### config.mk
export PLATFORM = sky130hd
export DESIGN_NAME = regfile_sb
export DESIGN_NICKNAME = d
export VERILOG_FILES = /design/src/rtl/regfile_sb_pkg.sv /design/src/rtl/regfile_sb_cnt.sv /design/src/rtl/regfile_sb.sv
export SDC_FILE = /design/constraint.sdc
export NUM_CORES = 1
export LEC_CHECK = 0
export BUFFER_PORTS_ARGS = -buffer_cell sky130_fd_sc_hd__buf_2
export CAP_MARGIN = 15
export CORE_MARGIN = 2
export CORE_UTILIZATION = 55
export CTS_BUF_LIST = sky130_fd_sc_hd__clkbuf_2 sky130_fd_sc_hd__clkbuf_4 sky130_fd_sc_hd__clkbuf_8
export DETAILED_ROUTE_END_ITERATION = 10
export HOLD_SLACK_MARGIN = 0.05
export PLACE_DENSITY = 0.73
export SYNTH_ARGS = -nofsm -noshare
export SYNTH_HDL_FRONTEND = slang
export SYNTH_SLANG_ARGS = --single-unit
### constraint.sdc
create_clock -name Clk -period 8.04 [get_ports Clk]
set_input_delay 0.804 -clock Clk [delete_from_list [all_inputs] [get_ports Clk]]
set_output_delay 0.804 -clock Clk [all_outputs]
set_load 0.05 [all_outputs]
### src/rtl/regfile_sb_pkg.sv
// Shared constants and types for the scoreboarded register file:
// default widths, counter operations and the CPU's register-index names.
package regfile_sb_pkg;

  localparam int unsigned DEF_DATA_W = 32;
  localparam int unsigned DEF_ADDR_W = 4;
  localparam int unsigned DEF_CNT_W  = 2;

  typedef enum logic [1:0] {
    CNT_HOLD = 2'd0,
    CNT_INC  = 2'd1,
    CNT_DEC  = 2'd2
  } cnt_op_e;

  typedef enum logic [DEF_ADDR_W-1:0] {
    REG_ZERO = DEF_ADDR_W'(0),
    REG_RA   = DEF_ADDR_W'(1),
    REG_SP   = DEF_ADDR_W'(2),
    REG_GP   = DEF_ADDR_W'(3),
    REG_T0   = DEF_ADDR_W'(4),
    REG_T1   = DEF_ADDR_W'(5),
    REG_A0   = DEF_ADDR_W'(8),
    REG_A1   = DEF_ADDR_W'(9)
  } reg_idx_e;

endpackage

### src/rtl/regfile_sb_cnt.sv
// Saturating up/down pending-write counter for one register.
module regfile_sb_cnt
  import regfile_sb_pkg::*;
#(
  parameter int unsigned CNT_W = DEF_CNT_W
) (
  input  logic             clk,
  input  logic             reset,
  input  cnt_op_e          op,
  output logic [CNT_W-1:0] cnt
);

  logic [CNT_W-1:0] cnt_q;
  logic [CNT_W-1:0] cnt_d;

  // Saturate at both ends rather than wrap.
  always_comb begin
    cnt_d = cnt_q;
    case (op)
      CNT_INC: if (cnt_q != '1) cnt_d = cnt_q + CNT_W'(1);
      CNT_DEC: if (cnt_q != '0) cnt_d = cnt_q - CNT_W'(1);
      default: cnt_d = cnt_q;
    endcase
  end

  always_ff @(posedge clk) begin
    if (reset) cnt_q <= '0;
    else       cnt_q <= cnt_d;
  end

  assign cnt = cnt_q;

endmodule

### src/rtl/regfile_sb.sv
// Register file with two combinational read ports, one writeback port and a
// per-register pending-write scoreboard feeding operand busy flags.
module regfile_sb
  import regfile_sb_pkg::*;
#(
  parameter int unsigned DATA_W   = DEF_DATA_W,
  parameter int unsigned ADDR_W   = DEF_ADDR_W,
  parameter int unsigned CNT_W    = DEF_CNT_W,
  parameter bit          ZERO_REG = 1'b1,
  parameter bit          BYPASS   = 1'b1
) (
  input  logic              Clk,
  input  logic              reset,
  input  logic              we,
  input  logic [ADDR_W-1:0] addressIn,
  input  logic [DATA_W-1:0] regIn,
  input  logic [ADDR_W-1:0] addressA,
  input  logic [ADDR_W-1:0] addressB,
  output logic [DATA_W-1:0] A,
  output logic [DATA_W-1:0] B,
  input  logic              issue,
  input  logic [ADDR_W-1:0] issue_dest,
  output logic              busyA,
  output logic              busyB,
  output logic              issue_full,
  output logic              sb_err
);

  localparam int unsigned DEPTH = 2 ** ADDR_W;

  logic [DATA_W-1:0] mem_q [DEPTH];
  logic [DATA_W-1:0] mem_d [DEPTH];
  logic [CNT_W-1:0]  cnt   [DEPTH];
  logic              sb_err_q, sb_err_d;
  logic              wr_en, issue_ok;
  logic              zero_wr, zero_iss, zero_a, zero_b;
  logic              hit_a, hit_b;

  // Write/issue acceptance, array update and sticky scoreboard error.
  always_comb begin
    zero_wr    = ZERO_REG && (addressIn == ADDR_W'(REG_ZERO));
    zero_iss   = ZERO_REG && (issue_dest == ADDR_W'(REG_ZERO));
    wr_en      = we && !zero_wr;
    issue_full = issue && (cnt[issue_dest] == '1) &&
                 !(we && (addressIn == issue_dest));
    issue_ok   = issue && !issue_full && !zero_iss;
    mem_d      = mem_q;
    if (wr_en) mem_d[addressIn] = regIn;
    sb_err_d   = sb_err_q || (wr_en && (cnt[addressIn] == '0));
  end

  // Read ports; a writeback retiring the last pending write clears busy early.
  always_comb begin
    zero_a = ZERO_REG && (addressA == ADDR_W'(REG_ZERO));
    zero_b = ZERO_REG && (addressB == ADDR_W'(REG_ZERO));
    hit_a  = BYPASS && wr_en && (addressIn == addressA);
    hit_b  = BYPASS && wr_en && (addressIn == addressB);
    A      = hit_a ? regIn : (zero_a ? '0 : mem_q[addressA]);
    B      = hit_b ? regIn : (zero_b ? '0 : mem_q[addressB]);
    busyA  = (cnt[addressA] != '0) && !(hit_a && (cnt[addressA] == CNT_W'(1)));
    busyB  = (cnt[addressB] != '0) && !(hit_b && (cnt[addressB] == CNT_W'(1)));
  end

  for (genvar i = 0; i < int'(DEPTH); i++) begin : g_cnt
    logic    inc, dec;
    cnt_op_e op;

    always_comb begin
      inc = issue_ok && (issue_dest == ADDR_W'(i));
      dec = wr_en && (addressIn == ADDR_W'(i));
      op  = CNT_HOLD;
      if (inc && !dec)      op = CNT_INC;
      else if (dec && !inc) op = CNT_DEC;
    end

    regfile_sb_cnt #(.CNT_W(CNT_W)) u_cnt (
      .clk   (Clk),
      .reset (reset),
      .op    (op),
      .cnt   (cnt[i])
    );
  end

  always_ff @(posedge Clk) begin
    if (reset) begin
      mem_q    <= '{default: '0};
      sb_err_q <= 1'b0;
    end else begin
      mem_q    <= mem_d;
      sb_err_q <= sb_err_d;
    end
  end

  assign sb_err = sb_err_q;

endmodule

# Word-level counts from Yosys, hierarchy flattened
# Index checks and enable logic that the tools add are counted.
# classes
n_reduce_logical	172
eq_ne	116
bitwise	4
order_cmp	5
addsub	32
mux	105
# ops
operator	n
$bwmux 512	1
$mux 32	9
$bmux 32 s4	2
$mux 2	72
$demux 32 s4	1
$logic_and 1x1->1	78
$reduce_bool 2->1	34
$eq 4x4->1 const B	16
$ne 2x1->1 const B	32
$pmux 2 s2	16
$reduce_and 3->1	16
$logic_not 1->1	38
$eq 2x1->1 const B	18
$eq 2x2->1 const B	17
$add 2x1->2 const B	16
$bmux 2 s4	4
$eq 4x3->1 const B	8
$ne 2x2->1 const B	16
$sub 2x1->2 const B	16
$ge 5x5->1 const B	4
$not 4->5	4
$eq 4x2->1 const B	4
$logic_not 4->1	4
$eq 4x4->1	3
other kinds (4)	5
# totals
regBits	545
out_inout_bits	68

# Logic depth before layout (Yosys ltp)
# depth
word_depth	18
ltp_mapped	13
mapped_depth_nobuf	10

# Cells and area by module
# Synthesis repeated with hierarchy kept, for this count alone.
# unflattened
hier_cells	3208
area_unflattened_um2	29343.1
# by_module_without_submodules
module	cells_each	area_per_inst_um2	instances
regfile_sb	3011	27644.0	1
regfile_sb_cnt at g_cnt[10].u_cnt ...	12	103.8	15
regfile_sb_cnt at g_cnt[0].u_cnt	17	141.4	1

# Worst setup path after synthesis
# Ideal clock, no wire load.
# synth_timing
path_kind	input port to output port
from	input addressIn[3]
to	output A[27]
path_slack_ns	4.217
path_stages	6
t_arrival_ns	3.019
n_path_buf	2
cell_sequence	clkbuf_1 > o41a_1 > nand2_1 > o41ai_1 > clkbuf_1 > o21ai_0
# synth_between
elab_chain_len	5
elab_cells_between_ends	6
cone_classes	eq/ne (1); mux (1); reduce/logical (4)
# synth_lines
element	line	text
start, declared	regfile_sb.sv:15	input logic [ADDR_W-1:0] addressIn,
$logic_not 4->1	regfile_sb.sv:41	zero_wr = ZERO_REG && (addressIn == ADDR_W'(REG_ZERO));
$logic_not 1->1	regfile_sb.sv:43	wr_en = we && !zero_wr;
$logic_and 1x1->1	regfile_sb.sv:43	
$logic_and 1x1->1 (*)	regfile_sb.sv:56	hit_a = BYPASS && wr_en && (addressIn == addressA);
$mux 32 (*)	regfile_sb.sv:58	A = hit_a ? regIn : (zero_a ? '0 : mem_q[addressA]);
end, declared	regfile_sb.sv:19	output logic [DATA_W-1:0] A,
# Mark *: on every way between the ends. The rest lies on a longest branch, timed or not.

# Worst setup path after layout
# layout_timing
from	input addressB[0]
to	output B[2]
# layout_between
elab_chain_len	6
elab_cells_between_ends	9
cone_classes	eq/ne (1); mux (5); bitwise (1); reduce/logical (2)
# layout_lines
element	line	text
start, declared	regfile_sb.sv:18	input logic [ADDR_W-1:0] addressB,
$not 4->5 (not written as such)	regfile_sb.sv:59	B = hit_b ? regIn : (zero_b ? '0 : mem_q[addressB]);
$bmux 32 s4	regfile_sb.sv:59	
$mux 32 (not written as such) (2 in a row)	regfile_sb.sv:59	
$mux 32	regfile_sb.sv:59	
$mux 32 (*)	regfile_sb.sv:59	
end, declared	regfile_sb.sv:20	output logic [DATA_W-1:0] B,
# Mark *: on every way between the ends. The rest lies on a longest branch, timed or not. The select of a mux whose other input is x is not followed.

==> out/results.txt <==
Maximum number of pins on one net before global-route repair: 232
Boundary Pins: 120
Number of DRC markers after the initial detailed-route iteration: 3735
Vertical die dimension: 235.4 µm
Synth top area share: 37.05%
Critical setup path kind: in2out
Starting utilization of the core area: 55.81%
Area leader, netlist: dfxtp_1
Unrepaired setup endpoints after global routing: no
TritonCTS Buffers: 91
Proportion of synthesized flip-flops having asynchronous set or reset: 0%
Syn nets: 3336
Primary FF master, synth: dfxtp_1
Cell class contributing the biggest share of worst-path delay: buffers and inverters
Post-cts hold buffer count: 0
Ordered list of cells on the worst path: clkbuf_8 > buf_4 > mux4_1 > mux4_2 > inv_1 > o21ai_1 > buf_2
Count of final hold-check violations: 0
FP Rows: 84
Total routing usage reported by global routing: 35.29%
Aggregate global routing overflow: 0
Post-synthesis sequential area ratio: 37.05%
Layout overhead on the synthesized area: 8.762%
First-pass iteration count of the detailed router: 6
Commonest cells after routing, fill and taps aside: 1058 x nand2_1, 545 x dfxtp_1, 513 x a21oi_1
Count of antenna-violating nets left after detailed routing: 0
Antenna violations before repair: 4
Number of distinct library cells after synthesis: 44
Worst clock skew on the final layout: 39.92 ps
Placer congestion estimate: 0.8707
Count of final setup violators: 0
Post-CTS clock slew at the launch and capture registers of the worst setup and hold paths: 60 ps
Synth Warn #: 0
Post-DR wirelength/cell: 25.06 µm
Worst-case vdd ir drop: 0.1762 mV
F_max: 214.2 MHz
Commonest non-fill, non-tap cell in the layout: nand2_1
Result of the run: complete, no violations
Post-synthesis cell count: 3254
Critical path launch point type: input pin
H-tree lvl count: 3
Leading post-synthesis cells by cell area: dfxtp_1 37%, mux4_2 24%, nand2_1 14%, a21oi_1 8.7%, mux4_1 2.8%
Core outline area: 0.05276 mm²
Critical path's slowest cell: buf_4
CP arrival: 3860 ps
Via count of the first global-routing pass: 25400
Worst path buffer plus inverter count: 4
Wire length after detailed routing: 99170 µm
Max-cap check violation count: 0
Class of the most critical hold timing path: reg2reg
Maximum number of buffers from clock root to sink: 3
Root cell of the clock tree: clkbuf_8
Endpoint type of the worst setup path: output port
Number of synthesized flops with an enable pin: 0
Overall die area: 0.05540 mm²
Width of the die: 235.4 µm
Remaining max-slew budget at the tightest pin: 11.59%
Pwr/cell area: 192.2 mW/mm²
Shortest clock period the worst path allows after layout: 4668 ps
Clock latency reported for the late side of the worst-skew pair: 730 ps
Fin util: 60.70%
Longest individual stage delay on the worst path: 890 ps
Worst Tran Pin Value: 1324 ps
Via density: 6.514
Share of layout cells above drive strength 1: 20.43%
Required time of the critical path: 7240 ps
Non-filler cells, final: 3957
Synthesis-stage register bit count: 545
Vias after detailed routing: 25780
Number of pins exceeding their max-slew limit in the final report: 0
Worst hold margin: 454.6 ps
Clk sinks: 545
CTS tree: done
Average instance area after synthesis: 9.049 µm²
Count of unresolved DRC violations after routing: 0
Setup Fix Bufs, Post-CTS: 0
HPWL Detailed: 53260 µm
Number of cells after detailed placement: 3785
Overall power after layout: 6157 µW
Fin nets: 3272
Static leakage: 0.01099 µW
Largest fanout of any net on the critical path: 49
First-pass GRT wire length: 149900 µm
Post-synthesis cell area: 0.02945 mm²
Total negative slack: 0 ps
Input/output buffers: 119
PostCTS Resize Cnt: 0
Final period utilization: 58.07%
-- layer usage --
layer,up-vias,routed length (µm),GRT usage [%]
met5,-,16,0
met4,2,6751,21.66
met3,466,13170,8.818
met2,1812,44740,54.70
met1,12320,34490,44.70
li1,11180,-,-
-- synth_stat cells, drive strengths merged, types with 4 or more instances --
master	count
nand2	1069
dfxtp	545
a21oi	513
mux4	342
clkbuf	202
buf	122
inv	97
nor2	83
o21ai	74
nor2b	38
nand2b	32
ha	30
nand3	20
a2111oi	16
xor2	11
a21o	8
o2bb2ai	8
a311oi	7
nor3	6
and2	5
a211oi	4
-- layout make-up --
cell class / count / area (µm²)
fill: 4330 / 20730
multi-input combinational: 2288 / 16750
sequential: 545 / 10910
clock buffer: 142 / 1798
timing repair buffer: 167 / 1013
tap: 688 / 860.8
inverter: 97 / 364.1
clock inverter: 26 / 317.8
antenna: 4 / 10.01
-- state kept, by name (all words and copies together), names as in the netlist --
| register | count |
|---|---|
| g_cnt.u_cnt.cnt | 32 |
| sb_err | 1 |
| mem_q | 512 |
-- power breakdown --
| group | total (µW) | switching (µW) | internal [µW] |
|---|---|---|---|
| sequential | 2760 | 28.2 | 2740 |
| clock | 2840 | 1210 | 1630 |
| combinational | 552 | 381 | 171 |
-- tightest hold or removal path, stage by stage (launching register included) --
cell     delay (ps)
dfxtp_1         310
inv_1            50
a21oi_1          50
-- final timing paths --
kind                          start                endpoint  slack, ps  cells after the start
min reg2reg                  sb_err                  sb_err        450                      2
max                     addressB[0]                    B[2]       3370                      7
max reg2reg  g_cnt[15].u_cnt.cnt[1]  g_cnt[11].u_cnt.cnt[0]       4990                     10
min                          sb_err                  sb_err        450                      2
-- cells by family (layout without fill, tap and decap cells) --
logic type | Yosys count | after routing | synth area share [%]
muxes | 342 | 342 | 26.56
xor gates and xnor gates | 12 | 12 | 0.3569
DFF | 545 | 545 | 37.05
other | 0 | 4 | 0
AOI/OAI and AO/OA | 641 | 641 | 11.51
buffers and inverters | 421 | 432 | 6.280
and+or+nand+nor | 1263 | 1263 | 16.97
adders and majority gates | 30 | 30 | 1.275
-- metrics by stage --
step | area (µm²) | setup WS, ps
after global routing | 32020 | 3218
final | 32030 | 3372
after detailed placement | 29900 | 3371
after global placement | 29900 | 3395
after CTS | 32020 | 3383
after floorplan | 29450 | 4217
No activity file was read; power rests on OpenSTA's default activity.
